$ cat src/rtl/mdu_pkg.sv
// Shared multiply/divide unit definitions: divider FSM states, default width,
// divide-by-zero quotient constant and the HI/LO select encodings.
package mdu_pkg;

  localparam int unsigned MDU_WIDTH = 32;

  typedef enum logic [1:0] {
    IDLE = 2'd0,
    CALC = 2'd1,
    FIN  = 2'd2
  } div_state_e;

  // Quotient reported for a zero divisor (also what the restoring loop yields).
  localparam logic [MDU_WIDTH-1:0] DIV_ZERO_QUOTIENT = '1;

  // HI/LO write-port select, shared with the multiplier.
  typedef enum logic {
    HILO_SEL_LO = 1'b0,
    HILO_SEL_HI = 1'b1
  } hilo_sel_e;

endpackage

$ cat src/rtl/mdu_sign_fix.sv
// Conditional two's-complement negate: used for operand magnitudes and for
// sign correction of the divider results.
module mdu_sign_fix
  import mdu_pkg::*;
#(
  parameter int unsigned WIDTH = MDU_WIDTH
) (
  input  logic             neg,
  input  logic [WIDTH-1:0] value,
  output logic [WIDTH-1:0] result_c
);

  assign result_c = neg ? (~value + WIDTH'(1)) : value;

endmodule

$ cat src/rtl/mdu_divider.sv
// Multicycle radix-2 restoring divider for DIV/DIVU; one quotient bit per
// clock, quotient to LO and remainder to HI, completion via busy/done.
module mdu_divider
  import mdu_pkg::*;
#(
  parameter int unsigned WIDTH = MDU_WIDTH
) (
  input  logic             clk,
  input  logic             reset,
  input  logic             start,
  input  logic             sign,
  input  logic [WIDTH-1:0] dividend,
  input  logic [WIDTH-1:0] divisor,
  output logic             busy,
  output logic             done,
  output logic [WIDTH-1:0] quotient,
  output logic [WIDTH-1:0] remainder,
  output logic             div_zero
);

  localparam int unsigned CNT_W = $clog2(WIDTH);
  localparam logic [CNT_W-1:0] LAST_ITER = CNT_W'(WIDTH - 1);

  div_state_e state, state_nxt;

  logic [CNT_W-1:0] iter,     iter_nxt;
  logic [WIDTH-1:0] rem_q,    rem_nxt;
  logic [WIDTH-1:0] dvd_q,    dvd_nxt;
  logic [WIDTH-1:0] dsr_q,    dsr_nxt;
  logic [WIDTH-1:0] raw_dvd,  raw_dvd_nxt;
  logic             q_neg,    q_neg_nxt;
  logic             r_neg,    r_neg_nxt;
  logic             zero_q,   zero_nxt;
  logic             busy_nxt, done_nxt, div_zero_nxt;
  logic [WIDTH-1:0] quotient_nxt, remainder_nxt;

  logic [WIDTH-1:0] abs_dividend, abs_divisor;
  logic [WIDTH-1:0] q_fixed, r_fixed;
  logic [WIDTH:0]   shifted, trial;

  mdu_sign_fix #(.WIDTH(WIDTH)) u_abs_dividend (
    .neg      (sign & dividend[WIDTH-1]),
    .value    (dividend),
    .result_c (abs_dividend)
  );

  mdu_sign_fix #(.WIDTH(WIDTH)) u_abs_divisor (
    .neg      (sign & divisor[WIDTH-1]),
    .value    (divisor),
    .result_c (abs_divisor)
  );

  mdu_sign_fix #(.WIDTH(WIDTH)) u_fix_quotient (
    .neg      (q_neg),
    .value    (dvd_q),
    .result_c (q_fixed)
  );

  mdu_sign_fix #(.WIDTH(WIDTH)) u_fix_remainder (
    .neg      (r_neg),
    .value    (rem_q),
    .result_c (r_fixed)
  );

  // One restoring step: shift the next dividend bit in, trial-subtract in WIDTH+1 bits.
  assign shifted = {rem_q, dvd_q[WIDTH-1]};
  assign trial   = shifted - {1'b0, dsr_q};

  always_ff @(posedge clk or negedge reset) begin
    if (!reset) begin
      state <= IDLE;
    end else begin
      state <= state_nxt;
    end
  end

  always_comb begin
    state_nxt = state;
    case (state)
      IDLE:    if (start) state_nxt = CALC;
      CALC:    if (iter == LAST_ITER) state_nxt = FIN;
      FIN:     state_nxt = IDLE;
      default: state_nxt = IDLE;
    endcase
  end

  always_comb begin
    iter_nxt      = iter;
    rem_nxt       = rem_q;
    dvd_nxt       = dvd_q;
    dsr_nxt       = dsr_q;
    raw_dvd_nxt   = raw_dvd;
    q_neg_nxt     = q_neg;
    r_neg_nxt     = r_neg;
    zero_nxt      = zero_q;
    busy_nxt      = busy;
    done_nxt      = 1'b0;
    div_zero_nxt  = div_zero;
    quotient_nxt  = quotient;
    remainder_nxt = remainder;
    case (state)
      IDLE: begin
        if (start) begin
          dvd_nxt     = abs_dividend;
          dsr_nxt     = abs_divisor;
          raw_dvd_nxt = dividend;
          q_neg_nxt   = sign & (dividend[WIDTH-1] ^ divisor[WIDTH-1]);
          r_neg_nxt   = sign & dividend[WIDTH-1];
          zero_nxt    = (divisor == '0);
          rem_nxt     = '0;
          iter_nxt    = '0;
          busy_nxt    = 1'b1;
        end
      end
      CALC: begin
        rem_nxt  = trial[WIDTH] ? shifted[WIDTH-1:0] : trial[WIDTH-1:0];
        dvd_nxt  = {dvd_q[WIDTH-2:0], ~trial[WIDTH]};
        iter_nxt = iter + CNT_W'(1);
      end
      FIN: begin
        // A zero divisor ignores sign: all-ones quotient, raw dividend remainder.
        quotient_nxt  = zero_q ? '1 : q_fixed;
        remainder_nxt = zero_q ? raw_dvd : r_fixed;
        div_zero_nxt  = zero_q;
        done_nxt      = 1'b1;
        busy_nxt      = 1'b0;
      end
      default: begin
        busy_nxt = 1'b0;
      end
    endcase
  end

  always_ff @(posedge clk or negedge reset) begin
    if (!reset) begin
      iter      <= '0;
      rem_q     <= '0;
      dvd_q     <= '0;
      dsr_q     <= '0;
      raw_dvd   <= '0;
      q_neg     <= 1'b0;
      r_neg     <= 1'b0;
      zero_q    <= 1'b0;
      busy      <= 1'b0;
      done      <= 1'b0;
      div_zero  <= 1'b0;
      quotient  <= '0;
      remainder <= '0;
    end else begin
      iter      <= iter_nxt;
      rem_q     <= rem_nxt;
      dvd_q     <= dvd_nxt;
      dsr_q     <= dsr_nxt;
      raw_dvd   <= raw_dvd_nxt;
      q_neg     <= q_neg_nxt;
      r_neg     <= r_neg_nxt;
      zero_q    <= zero_nxt;
      busy      <= busy_nxt;
      done      <= done_nxt;
      div_zero  <= div_zero_nxt;
      quotient  <= quotient_nxt;
      remainder <= remainder_nxt;
    end
  end

endmodule

$ cat config.mk
export PLATFORM = sky130hd
export DESIGN_NAME = mdu_divider
export DESIGN_NICKNAME = d
export VERILOG_FILES = /design/src/rtl/mdu_pkg.sv /design/src/rtl/mdu_sign_fix.sv /design/src/rtl/mdu_divider.sv
export SDC_FILE = /design/constraint.sdc
export NUM_CORES = 1
export LEC_CHECK = 0
export ABC_AREA = 1
export BUFFER_PORTS_ARGS = -buffer_cell sky130_fd_sc_hd__buf_2
export CAP_MARGIN = 20
export CORE_MARGIN = 8
export CORE_UTILIZATION = 30
export CTS_CLUSTER_DIAMETER = 50
export DETAILED_ROUTE_END_ITERATION = 8
export GPL_ROUTABILITY_DRIVEN = 0
export PLACE_DENSITY = 0.54
export REMOVE_ABC_BUFFERS = 1
export SYNTH_ARGS = -nofsm -noshare
export SYNTH_HDL_FRONTEND = slang
export SYNTH_SLANG_ARGS = --single-unit
$ cat constraint.sdc
create_clock -name clk -period 4 [get_ports clk]
set_clock_uncertainty 0.15 [all_clocks]
set_input_delay 0.8 -clock clk [delete_from_list [all_inputs] [get_ports clk]]
set_output_delay 0.8 -clock clk [all_outputs]
set_load 0.01 [all_outputs]
==> out/summary.txt <==
Run status = complete, no violations
Maximum VDD drop = 0.000475 V
CP cell instances = inv_1 > ha_1 > fa_1 > inv_1 > nand2_1 > nand2_1 > nand3_1 > nand2_2 > nand2_2 > nand2_4 > nand2_4 > nand2_4 > nand2_4 > nand2_2 > nand2_1 > nand3_1 > nand2_1
Part of the cycle the worst path needs = 81.3%
Filler cells = 5129
Critical path required time = 4320 ps
Number of flops mapped to enable cells by yosys = 0
Hold Fails Final Rpt = 0
Dominant cell type by area after synthesis = dfrtp_1
Crit path max-delay family = simple AND/OR/NAND/NOR gates
Achievable Freq = 307 MHz
Sum of buffers and inverters on the critical path = 2
WL final = 47200 microns
Finished Layout Cells = 2893
Startpoint Class = register
Detail Placement HPWL = 37000 microns
Final Max Tran Viols = 0
Clock H-tree levels = 1
Max-Cap Viols = 0
Top Metal Used = met4
Pwr Density = 879 mW/mm^2
Initial antenna violation count = 0
Root Driver = clkbuf_16
Setup Viol. Count Final = 0
Main combinational cell family by area after synthesis = simple AND/OR/NAND/NOR gates
Final Core Density = 35.5%
I/O pin count = 135
Overall global routing resource usage = 16.6%
Initial Util = 30.3%
Pre-Repair DR Iteration Count = 5
Synth top area cells = dfrtp_1 36%, nand2_1 16%, inv_1 7.9%, nand3_1 6.8%, nor2_1 5.5%
Die W = 235 microns
Overall power = 14.9 mW
NumNets Final = 2360
CTS tree = yes
Worst-margin pin slew = 886 ps
First-pass GRT wire length = 75700 microns
Yosys top cell area share = 35.5%
Mux contribution to synthesized area = 0%
Crit path max fanout = 29
Post-cts sizing count = 0
# hold bufs at CTS = 0
Post-synth cell types = 51
Worst hold slack = 192 ps
Synth Area in Adders = 3.43%
Worst endpoint data arrival time = 3570 ps
RSZ-0062 raised after global routing = no
Reg2Reg Depth = 17
Worst hold path type = primary input to asynchronous set/reset pin
CTS Buffer Depth = 3
Setup slack after layout = 747 ps
Leak = 8.78 nW
Setup WS pre-CTS = 757 ps
Number of DRC markers in iteration 0 = 985
Wl on met1 = 22400 microns
Antenna cell count = 0
Port buffer count = 134
Setup CP Type = register to register
Post-CTS Setup Inserts = 0
Clock buffers created by TritonCTS = 31
Die ar. = 0.0554 sq mm
Ys Warns = 0
Clock sinks = 205
WP depth = 17
Routed vias/inst = 4.90
DIE HEIGHT = 235 microns
List of most frequent post-synthesis cells = 597 x nand2_1, 305 x inv_1, 211 x nor2_1
Register bit count reported by yosys = 205
Post-synth design cell area = 0.0144 sq mm
Critical Path End Type = register
CP max-delay cell = nand2_2
Core area = 0.0476 sq mm
Syn Area/Cell = 6.75 sq um
Metal2 WL = 21300 microns
Via Count = 14182
Pin count of the biggest net entering global routing = 104
FFs w/ async S/R, synth = 100%
Layout cells sized above 1 = 11.9%
Compound-cell area share of the yosys netlist = 12.5%
Remaining DRCs = 0
Clock-pin slew on the worst setup and hold paths = 60 ps
Tmin final = 3250 ps
Ys flop type = dfrtp_1
Clk_lat worst skew = 580 ps
Simple-gate share of the synthesized area = 33.4%
Cell row count = 80
Slew margin rel. = 40.9%
Slowest Stage Delay on Critical Path = 590 ps
Post-Synth XOR/XNOR Area = 4.49%
Area growth syn-to-layout = 17.2%
Metal3 WL = 2310 microns
Vias in the first global route = 14022
WL/cell = 16.3 microns
Gate Count Post-Synth = 2139
GRT overflow = 0
Most frequent cell after synthesis = nand2_1
Post-synthesis sequential area ratio = 35.5%
DRT antenna net count = 0
Placed cell count = 2835
## per-stage QoR
step / setup TNS (ps) / cell area (sq um)
after floorplan: -212790 / 14100
after global placement: 0 / 15700
after detailed placement: 0 / 15800
after CTS: 0 / 16900
after global routing: 0 / 16900
final: 0 / 16900
## worst reg2reg max path, stage by stage, from the launching register on
cell,delay (ps)
dfrtp_1,380
inv_1,120
ha_1,250
fa_1,400
inv_1,90
nand2_1,50
nand2_1,70
nand3_1,80
nand2_2,120
nand2_2,70
nand2_4,70
nand2_4,60
nand2_4,70
nand2_4,200
nand2_2,590
nand2_1,160
nand3_1,120
nand2_1,60
## sequential cells by signal, summed over array words and instances (netlist names)
signal,cells
remainder,32
busy,1
r_neg,1
raw_dvd,32
q_neg,1
div_zero,1
dvd_q,32
zero_q,1
rem_q,32
state,2
iter,5
quotient,32
dsr_q,32
done,1
## power breakdown
part	internal [mW]	total [mW]	switching, mW
sequential	2.88	3.67	0.791
clock	1.96	3.07	1.11
combinational	2.80	8.14	5.34
## final timing paths
kind                             start     endpoint  slack (ps)
hold reg to reg              dsr_q[30]    dsr_q[30]         330
max in group asynchronous        reset    dsr_q[12]        2630
hold / removal                   reset  quotient[5]         190
setup reg to reg             dvd_q[31]     rem_q[4]         750
setup / recovery             dvd_q[31]     rem_q[4]         750
min in group clk           dividend[1]   raw_dvd[1]         320
## per-layer routing
layer / GRT usage, % / vias up
met5: 0 / -
met1: 22.6 / 6595
li1: - / 7124
met2: 27.3 / 383
met3: 2.10 / 80
met4: 4.62 / 0
## layout by cell type (no fill, tap or decap), drive strengths merged, types with 33 or more instances in the layout
cell type,synthesis,routed
xor2,57,57
o21ai,131,131
dfrtp,205,205
nand2,619,619
ha,38,38
nor2,218,218
nor3,33,33
inv,313,320
nand3,201,201
a21oi,65,65
clkbuf,48,33
buf,23,151
## layout make-up
type                       count  area (sq um)  share of cell area (%)
multi-input combinational   1548          7800                    46.1
sequential                   205          5130                    30.3
inverter                     315          1180                    6.99
timing repair buffer         152           872                    5.15
clock buffer                  32           779                    4.61
tap                          615           769                    4.55
clock inverter                26           393                    2.32
## logic make-up (layout without fill, tap and decap cells)
family,count (synthesis),in the layout
DFF,205,205
xor gates and xnor gates,74,74
AOI/OAI and AO/OA,305,305
and+or+nand+nor,1130,1130
adders and majority gates,39,39
buffers and inverters,386,525
(Power assumes the default switching activity.)
